**src/rtl/ball_ctrl.sv**
```systemverilog
// Ball motion engine: holds the ball on the platform until shot, then steps it one
// pixel at a time, handing each step to the collision block through a req/ack handshake.
module ball_ctrl #(
  parameter int PIXELX_BITS = 10,
  parameter int PIXELY_BITS = 9,
  parameter int SIZE_BITS   = 4,
  parameter int STEP_BITS   = 3,
  parameter int DIR_BITS    = 5
) (
  input  logic                   clk,
  input  logic                   rst_n,
  input  logic                   i_game_start,
  input  logic                   i_cal_frame,
  input  logic                   i_shoot_ball,
  output logic [PIXELX_BITS-1:0] o_ballX,
  output logic [PIXELY_BITS-1:0] o_ballY,
  output logic [SIZE_BITS-1:0]   o_ball_size,
  output logic [1:0]             o_ball_speedX,
  output logic [1:0]             o_ball_speedY,
  output logic [2:0]             o_damage,
  input  logic                   i_ball_collision,
  input  logic [DIR_BITS-1:0]    i_direc_var,
  output logic                   o_ball_ack,
  output logic                   o_ball_frame_term,
  input  logic                   i_ball_req,
  input  logic                   i_grab,
  input  logic [PIXELX_BITS-1:0] i_platX,
  input  logic [PIXELY_BITS-1:0] i_platY,
  input  logic [STEP_BITS-1:0]   i_ball_speedstep,
  input  logic [SIZE_BITS-1:0]   i_ball_size,
  output logic [2:0]             o_state,
  output logic [2:0]             o_counter,
  output logic                   o_handshake
);
  localparam logic [2:0] S_HOLD = 3'd0;
  localparam logic [2:0] S_IDLE = 3'd1;
  localparam logic [2:0] S_WREQ = 3'd2;
  localparam logic [2:0] S_WCOL = 3'd3;
  localparam logic [2:0] S_MOVE = 3'd4;
  localparam logic [2:0] S_TERM = 3'd5;

  logic [2:0]             state;
  logic [STEP_BITS-1:0]   counter;
  logic                   held;
  logic                   wc_second;
  logic [PIXELX_BITS-1:0] ball_x;
  logic [PIXELY_BITS-1:0] ball_y;
  logic [SIZE_BITS-1:0]   size;
  logic [1:0]             sx, sy;
  logic                   ack, term;

  // Speed/mode after applying this cycle's collision code (if any)
  logic [1:0] col_sx, col_sy;
  logic       col_hold;

  always_comb begin
    col_sx   = sx;
    col_sy   = sy;
    col_hold = 1'b0;
    if (i_ball_collision) begin
      case (i_direc_var)
        DIR_BITS'(1): col_sx = 2'b00 - sx;
        DIR_BITS'(2): col_sy = 2'b00 - sy;
        DIR_BITS'(3): begin col_sx = 2'b00 - sx; col_sy = 2'b00 - sy; end
        DIR_BITS'(4): begin col_sx = 2'b11; col_sy = 2'b11; end
        DIR_BITS'(5): begin col_sx = 2'b00; col_sy = 2'b11; end
        DIR_BITS'(6): begin col_sx = 2'b01; col_sy = 2'b11; end
        DIR_BITS'(18): begin
          if (i_grab) begin
            col_sx = 2'b00; col_sy = 2'b00; col_hold = 1'b1;
          end else begin
            col_sy = 2'b00 - sy;
          end
        end
        DIR_BITS'(19): begin col_sx = 2'b00; col_sy = 2'b00; col_hold = 1'b1; end
        default: ;
      endcase
    end
  end

  always_ff @(posedge clk or negedge rst_n) begin
    if (!rst_n) begin
      state     <= S_HOLD;
      counter   <= '0;
      held      <= 1'b1;
      wc_second <= 1'b0;
      ball_x    <= PIXELX_BITS'(320);
      ball_y    <= PIXELY_BITS'(400);
      size      <= SIZE_BITS'(4);
      sx        <= 2'b00;
      sy        <= 2'b00;
      ack       <= 1'b0;
      term      <= 1'b0;
    end else begin
      ack  <= 1'b0;
      term <= 1'b0;
      if (i_game_start) begin
        state   <= S_HOLD;
        sx      <= 2'b00;
        sy      <= 2'b00;
        counter <= '0;
        held    <= 1'b1;
      end else begin
        case (state)
          S_HOLD: if (i_cal_frame) begin
            size   <= i_ball_size;
            ball_x <= i_platX;
            ball_y <= i_platY - PIXELY_BITS'(i_ball_size);
            if (i_shoot_ball) begin
              sx      <= 2'b01;
              sy      <= 2'b11;
              counter <= i_ball_speedstep;
              held    <= 1'b0;
            end else begin
              sx      <= 2'b00;
              sy      <= 2'b00;
              counter <= '0;
            end
            state <= S_WREQ;
          end
          S_IDLE: if (i_cal_frame) begin
            size    <= i_ball_size;
            counter <= i_ball_speedstep;
            state   <= S_WREQ;
          end
          S_WREQ: if (i_ball_req) begin
            ack       <= 1'b1;
            wc_second <= 1'b0;
            state     <= S_WCOL;
          end
          S_WCOL: begin
            sx        <= col_sx;
            sy        <= col_sy;
            wc_second <= 1'b1;
            if (col_hold) begin
              held    <= 1'b1;
              counter <= '0;
            end
            // A grab/loss on the last collision cycle must still skip the move
            if (wc_second) begin
              if (col_hold || counter == '0) begin
                state <= S_TERM;
                term  <= 1'b1;
              end else begin
                state <= S_MOVE;
              end
            end
          end
          S_MOVE: begin
            ball_x  <= ball_x + {{(PIXELX_BITS-2){sx[1]}}, sx};
            ball_y  <= ball_y + {{(PIXELY_BITS-2){sy[1]}}, sy};
            counter <= counter - 1'b1;
            state   <= S_WREQ;
          end
          S_TERM:  state <= held ? S_HOLD : S_IDLE;
          default: state <= S_HOLD;
        endcase
      end
    end
  end

  assign o_ballX           = ball_x;
  assign o_ballY           = ball_y;
  assign o_ball_size       = size;
  assign o_ball_speedX     = sx;
  assign o_ball_speedY     = sy;
  assign o_damage          = 3'd1;
  assign o_ball_ack        = ack;
  assign o_ball_frame_term = term;
  assign o_state           = state;
  assign o_counter         = 3'(counter);
  assign o_handshake       = (state == S_WREQ);
endmodule

```
**config.mk**
```make
export PLATFORM = sky130hd
export DESIGN_NAME = ball_ctrl
export DESIGN_NICKNAME = d
export VERILOG_FILES = /design/src/rtl/ball_ctrl.sv
export SDC_FILE = /design/constraint.sdc
export NUM_CORES = 1
export LEC_CHECK = 0
export ABC_AREA = 1
export CAP_MARGIN = 20
export CORE_MARGIN = 2
export CORE_UTILIZATION = 55
export DETAILED_ROUTE_END_ITERATION = 16
export MAX_ROUTING_LAYER = met4
export PLACE_DENSITY = 0.83
export SLEW_MARGIN = 5
export SYNTH_ARGS = -nofsm -noshare
export SYNTH_HDL_FRONTEND = slang
export SYNTH_SLANG_ARGS = --single-unit
```
**constraint.sdc**
```tcl
create_clock -name clk -period 2.5 [get_ports clk]
set_input_delay 0.25 -clock clk [delete_from_list [all_inputs] [get_ports clk]]
set_output_delay 0.25 -clock clk [all_outputs]
set_load 0.03 [all_outputs]
```
Yosys cells after proc, flatten, opt, wreduce, memory -nomap -nowiden --
Index checks and enable logic that the tools add are counted.
Word-level totals: bits in registers 37, bits of input ports 39, output and inout bits 39
Operators by class: $add $sub $neg 6, equal/unequal tests 26, multiplexer cells 48, bitwise logic cells 1, reduce and logical (&&, ||, !) cells 20
Operators with widths (count):
- two-way mux 3 bit | 9
- != test 3 bit (second input constant) | 7
- case mux 10 bit (2 select lines) | 1
- two-way mux 2 bit | 9
- case mux 9 bit (2 select lines) | 1
- two-way mux 1 bit | 17
- == test 5 x 3 -> 1 bit (second input constant) | 3
- case mux 3 bit (5 select lines) | 1
- case mux 3 bit (4 select lines) | 1
- AND reduction 3 bit | 4
- AND reduction 4 bit | 3
- adder 10 bit | 1
- == test 5 x 2 -> 1 bit (second input constant) | 2
- == test 5 bit (second input constant) | 2
- two-way mux 10 bit | 1
- case mux 2 bit (5 select lines) | 1
- adder 9 bit | 1
- two-way mux 9 bit | 1
- subtractor 9 x 4 -> 9 bit | 1
- case mux 2 bit (2 select lines) | 2
- case mux 2 bit (4 select lines) | 1
- OR reduction 2 bit | 4
- != test 7 x 4 -> 1 bit (second input constant) | 1
- == test 3 x 2 -> 1 bit (second input constant) | 2
- other kinds (18) | 25

Longest topological paths before layout --
Gate-level depths: netlist of run 1.
word-level depth 8, depth in mapped cells 12, depth with buffers taken out 12

Worst setup path after synthesis of run 1 --
Ideal clock, no wire load.
path kind register to register, start register sx[1], in the netlist o_ball_speedX[1], end register ball_x[7], in the netlist o_ballX[7], library setup time 0.117 ns, arrival 1.743 ns, slack 0.640 ns, stages on the path, launching flop included 10, path buffers 0, clock period less this slack 1.860 ns, path through dfrtp_1 -> ha_1 -> a21oi_1 -> nor2_1 -> nor2_1 -> nand2_1 -> nand2_1 -> nand3_1 -> nand2_1 -> nand2_1
On the way: cells in the longest elaborated chain, start to end 2
Ends and longest elaborated chain:
- from (decl) | line 49 | logic [1:0] sx, sy;
- from (signal assigned) | line 132 | sx <= col_sx;
- adder 10 bit | line 150 | ball_x <= ball_x + {{(PIXELX_BITS-2){sx[1]}}, sx};
- case mux 10 bit (2 select lines) | line 104 | case (state)
- to (signal assigned) | line 107 | ball_x <= i_platX;
- to (signal assigned) | line 150
- to (decl) | line 46 | logic [PIXELX_BITS-1:0] ball_x;
Every way passes these cells. A chain may end at the register's enable or synchronous reset.

Worst setup path after layout of run 1 --
start register state[2], in the netlist o_state[2], end output port o_handshake
On the way: cells in the longest elaborated chain, start to end 1
Ends and longest elaborated chain:
- from (decl) | line 42 | logic [2:0] state;
- from (signal assigned) | line 155 | S_TERM: state <= held ? S_HOLD : S_IDLE;
- == test 3 x 2 -> 1 bit | line 172 | assign o_handshake = (state == S_WREQ);
- to (decl) | line 33 | output logic o_handshake
Every way passes these cells.

==> results of run 1 <==
[per-stage QoR]
step	instance area (sq um)	hold WS [ns]
2_1_floorplan	3270	-0.0456
3_3_place_gp	4040	0.396
3_5_place_dp	4040	0.404
4_1_cts	4170	0.0848
5_1_grt	4170	0.124
6_report	4170	0.0548
[state kept, by name (all words and copies together) (netlist names)]
| name | cells |
|---|---|
| held | 1 |
| o_ballX | 10 |
| o_ballY | 9 |
| o_ball_ack | 1 |
| o_ball_frame_term | 1 |
| o_ball_size | 4 |
| o_ball_speedX | 2 |
| o_ball_speedY | 2 |
| o_counter | 3 |
| o_state | 3 |
| wc_second | 1 |
[worst reg2reg max path, stage by stage, from the launching register on]
cell,delay (ns)
dfrtp_1,0.68
ha_1,0.40
a21oi_1,0.30
nand2_1,0.12
nand2_1,0.09
nand3_1,0.07
nand2_1,0.07
nand3_1,0.06
nand2_1,0.06
nand2_1,0.04
[per-layer routing]
metal,track usage,vias to the layer above,part of all wire
met5,-,-,0
met1,0.323,1574,0.43
li1,-,1722,-
met2,0.500,107,0.51
met4,0.0881,0,0.013
met3,0.0389,12,0.043
[how the worst min path moves through the flow]
stage                     slack (ns)   from          to
final                           0.05  rst_n  o_ballY[6]
after global routing            0.12  rst_n  o_ballY[6]
after CTS                       0.08  rst_n  o_ballY[5]
after detailed placement        0.40  rst_n  o_ballY[6]
after global placement          0.40  rst_n  o_ballY[6]
after floorplan                -0.05  rst_n  o_ballX[0]
[area by class of cell]
| class | count | share of cell area |
|---|---|---|
| flip-flops and latches | 37 | 0.224 |
| clock inverters | 3 | 0.0156 |
| well taps | 75 | 0.0225 |
| clock buffers | 5 | 0.0165 |
| repair buffers | 76 | 0.180 |
| multi-input cells | 379 | 0.483 |
| inverters | 65 | 0.0585 |
[placed cells by master (no fill, tap or decap), types with 3 or more instances in the layout]
| cell type | Yosys | final |
|---|---|---|
| a21oi_1 | 20 | 20 |
| o221ai_1 | 3 | 3 |
| nand4_1 | 8 | 8 |
| inv_2 | 4 | 4 |
| o21ai_0 | 23 | 23 |
| nand3_1 | 47 | 47 |
| clkbuf_8 | 0 | 5 |
| nand2_1 | 155 | 155 |
| nor2_1 | 47 | 47 |
| dfstp_2 | 7 | 7 |
| nor2_4 | 3 | 3 |
| clkdlybuf4s50_1 | 0 | 73 |
| xor2_1 | 4 | 4 |
| inv_1 | 61 | 61 |
| fa_1 | 3 | 3 |
| o21ai_1 | 7 | 7 |
| conb_1 | 2 | 3 |
| dfrtp_1 | 30 | 30 |
| nor2_2 | 3 | 3 |
| ha_1 | 23 | 23 |
| xnor2_1 | 6 | 6 |
| nand2_2 | 5 | 5 |
[logic make-up (layout without fill, tap and decap cells)]
group / after synthesis / in the layout / share of synthesized area
AOI/OAI and AO/OA: 63 / 63 / 0.111
muxes: 1 / 1 / 0.00344
xor gates and xnor gates: 10 / 10 / 0.0268
and+or+nand+nor: 276 / 276 / 0.364
DFF: 37 / 37 / 0.286
other: 2 / 3 / 0.00230
adders and majority gates: 26 / 26 / 0.106
buffers and inverters: 76 / 149 / 0.0999
[power groups by stage]
| stage | clock [uW] | combinational [uW] | sequential, uW |
|---|---|---|---|
| floorplan | 0 | 1400 | 1570 |
| global placement | 0 | 2600 | 1180 |
| detailed placement | 0 | 2670 | 1180 |
| CTS | 637 | 2690 | 1170 |
| global route | 660 | 2980 | 1210 |
| finish | 624 | 2700 | 1170 |
==> metrics.txt, run 1 <==
TritonCTS sink count=37; sw power=2140 uW; die footprint=0.00658 sq mm; Power Density=1080 mW/mm^2; R2R cell count=9; crit-path cells=nor3_2 -> clkdlybuf4s50_1; worst setup margin=0.343 ns; # IOs=78; WP data required=2.25 ns; Area Growth Syn to Fin=27.5%; Leak Pwr=0.00215 uW; gr ovfl total=0; Setup TNS=0 ns; cts hold-fix bufs=0; sequential cell area=935 sq um; Slew headroom=0.450; syn avg cell area=6.66 sq um; First-pass DRT Iterations=5; CTS buffer count=5; Setup Fix Bufs, Post-CTS=0; DRC violations left=0; Clock Power Share=0.139; first-pass GRT wire length=14100 um; largest area contributor in the netlist=dfrtp_1; Yosys Warn Count=0; I/O Buffers=74; DIE WIDTH=81.1 um; Max Slew Vio Count=0; Seq/Total Area, Yosys=0.286; cell count after placement=632; final setup vio count=0; largest net degree at the start of global routing=38; Setup crit start kind=flop; VDD IR-drop max=553 uV; RSZ-0062 raised after global routing=no; Sw Ratio=0.476; R2R setup slack=0.52 ns; initial antenna violation count=0; Peak Freq=464 MHz; PostCTS Resize Cnt=0; endpoints failing hold=0; # fillers=513; Initial Util=0.562; via density per instance=5.34; Crit path depth=2; post-layout util=0.717; ant diodes=0; asr flop ratio synth=1.00; CP max-delay cell=clkdlybuf4s50_1; Yosys cell types=37; WP data arrival=1.91 ns; crit end category=primary output; sequential cell fraction of total power=0.261; cell family with most CP delay=buffers and inverters; run status=finished, final reports clean; Nets=629; share of cells above drive strength 1=0.0726; Max Cap Viol=0; Crit Reg-Reg Endpoint=o_ballX[9]; top-count cell post-synth=nand2_1; Post-synth EDFFs=0; commonest cells in the netlist=155 x nand2_1, 61 x inv_1, 47 x nand3_1, 47 x nor2_1, 30 x dfrtp_1; pre-CTS setup slack=0.416 ns; Buf/Inv on CP=1; Die Y-Extent=81.1 um; Period Utilization, post-route=0.863; Worst Tran Pin Value=0.824 ns; fin cells=640; HP Class=input port to asynchronous set/reset pin; CP Launch Point=o_state[2]; GP Congestion=0.991; CTS tree=done; synthesized flop and latch total=37; internal cell power=2360 uW; Tot GR Track Use=0.279; CP Max Fanout=9; Main synth FF type=dfrtp_1; worst reg2reg path startpoint=o_ball_speedX[1]; Total Wirelength=8470 um; Clock transition at path regs=0.08 ns; skew final=0.00699 ns; CP endpoint=o_handshake; CTS max path bufs=2; top cells by area, synth=dfrtp_1 23%, nand2_1 18%, ha_1 8.8%; htree depth=2; Comb pwr share=0.600; Synth top area share=0.230; core footprint=0.00582 sq mm; WS Path Type=flop to primary output; mapped cell area=0.00327 sq mm; 1st-iter DRT viols=190; ANT nets after route=0; CTS Root Buffer Type=clkbuf_8; Mapped Cells=491; area of the multi-input gates=0.00201 sq mm; Avg WL per Cell=13.2 um; total power=4500 uW; vias=3415; number of global-route vias before repair=3266; clk_lat worst skew=0.29 ns; Post-DP HPWL=6470 um; max incr delay on CP=0.73 ns; crit path time final=2.16 ns; row count=28
Power figures use the tool's default switching activity.
==> run 2, diff against run 1 <==
- CORE_MARGIN: 2 -> default
- clock period: 2.5 -> 2.57 ns (I/O delays scaled with it)
==> run 2 against run 1 <==
Non-clock buffer count down 1. Wire length down 6.3%. Global-route usage down 0.094 points. Final area down 0.60%. Sequential cell count unchanged. Sequential power about the same.
==> metrics.txt, run 2 (same netlist as run 1, synthesis figures left out) <==
run status=finished, final reports clean; Avg WL per Cell=12.5 um; Total Wirelength=7930 um; Die Y-Extent=79.1 um; DIE WIDTH=79.1 um; RSZ-0062 raised after global routing=no; first-pass GRT wire length=13500 um; vias=3379; via density per instance=5.31; Max Cap Viol=0; crit path time final=2.14 ns; Post-DP HPWL=6080 um; Slew headroom=0.421; # fillers=458; skew final=0.0108 ns; number of global-route vias before repair=3125; Clock transition at path regs=0.09 ns; DRC violations left=0; cts hold-fix bufs=0; Max Slew Vio Count=0; row count=27; gr ovfl total=0; ant diodes=0; R2R setup slack=0.57 ns; Setup crit start kind=flop; Initial Util=0.583; Period Utilization, post-route=0.835; GP Congestion=0.968; area of the multi-input gates=0.00201 sq mm; endpoints failing hold=0; HP Class=input port to asynchronous set/reset pin; Tot GR Track Use=0.278; 1st-iter DRT viols=216; I/O Buffers=74; CTS Root Buffer Type=clkbuf_8; Setup TNS=0 ns; CP max-delay cell=clkdlybuf4s50_1; Area Growth Syn to Fin=26.8%; First-pass DRT Iterations=5; worst setup margin=0.425 ns; Peak Freq=466 MHz; sequential cell area=935 sq um; final setup vio count=0; CP Max Fanout=9; max incr delay on CP=0.72 ns; Power Density=1030 mW/mm^2; WS Path Type=flop to primary output; clk_lat worst skew=0.31 ns; htree depth=2; ANT nets after route=0; die footprint=0.00626 sq mm; largest net degree at the start of global routing=38; CTS buffer count=5; VDD IR-drop max=585 uV; CTS tree=done; CTS max path bufs=2; crit-path cells=nor3_2 -> clkdlybuf4s50_1; # IOs=78; Setup Fix Bufs, Post-CTS=0; core footprint=0.00561 sq mm; PostCTS Resize Cnt=0; Leak Pwr=0.00214 uW; Nets=628; max reg flops=10; Worst Tran Pin Value=0.868 ns; TritonCTS sink count=37; most common cell after layout, fill and taps aside=nand2_1; initial antenna violation count=0; crit end category=primary output; WP data arrival=1.89 ns; WP data required=2.31 ns; share of cells above drive strength 1=0.0709; commonest cells after routing, fill and taps aside=155 x nand2_1, 73 x clkdlybuf4s50_1, 61 x inv_1, 47 x nor2_1, 47 x nand3_1; pre-CTS setup slack=0.476 ns
run 2: cell types whose count changed in the layout (fill, tap and decap cells not counted):
cell        change
buf_4           -1
bufinv_16       -1
clkbuf_8        +1
clkinv_2        -1
clkinvlp_4      +1
run 2: final timing paths:
| path | from | end | cells after the start |
|---|---|---|---|
| setup / recovery | o_state[2] | o_handshake | 2 |
| hold / removal | rst_n | o_ballX[5] | 1 |
| setup reg to reg | o_state[2] | o_ballY[8] | 5 |
| hold reg to reg | o_ballY[4] | o_ballY[4] | 2 |
| max in group asynchronous | rst_n | o_counter[0] | 1 |
| min in group clk | o_ballY[4] | o_ballY[4] | 2 |
run 2: metal layers:
| metal | vias to the layer above | wire length [um] | global-route usage | share of wire |
|---|---|---|---|---|
| li1 | 1713 | - | - | - |
| met1 | 1565 | 3590 | 0.327 | 0.45 |
| met2 | 90 | 3880 | 0.491 | 0.49 |
| met3 | 11 | 345 | 0.0460 | 0.043 |
| met4 | 0 | 115 | 0.0782 | 0.014 |
| met5 | - | 0 | - | 0 |
run 2: report_power, final:
group | switching (uW) | internal, uW
registers | 279 | 862
logic | 1540 | 1040
clock network | 233 | 316
total | 2060 | 2220
run 2: metrics by stage:
step | instances | hold slack (ns) | cell area (sq um) | utilization | total power [uW]
floorplan | 492 | -0.0386 | 3270 | - | 2890
global placement | 628 | 0.409 | 4020 | 0.718 | 3650
detailed placement | 628 | 0.416 | 4020 | 0.718 | 3710
CTS | 636 | 0.0864 | 4140 | 0.739 | 4270
global route | 636 | 0.117 | 4140 | 0.739 | 4600
finish | 636 | 0.0665 | 4140 | 0.739 | 4270
run 2: critical path, delay by kind of cell (launching register included):
family,cells,cell delay (ns)
buffers and inverters,1,0.72
flip-flops,1,0.54
AND/OR/NAND/NOR,1,0.33
run 2: cell type report:
| type | instances | share of cell area |
|---|---|---|
| Sequential cell | 37 | 0.226 |
| Clock inverter | 2 | 0.00906 |
| Multi-Input combinational cell | 379 | 0.486 |
| Timing Repair Buffer | 75 | 0.179 |
| Clock buffer | 6 | 0.0199 |
| Tap cell | 72 | 0.0217 |
| Inverter | 65 | 0.0589 |
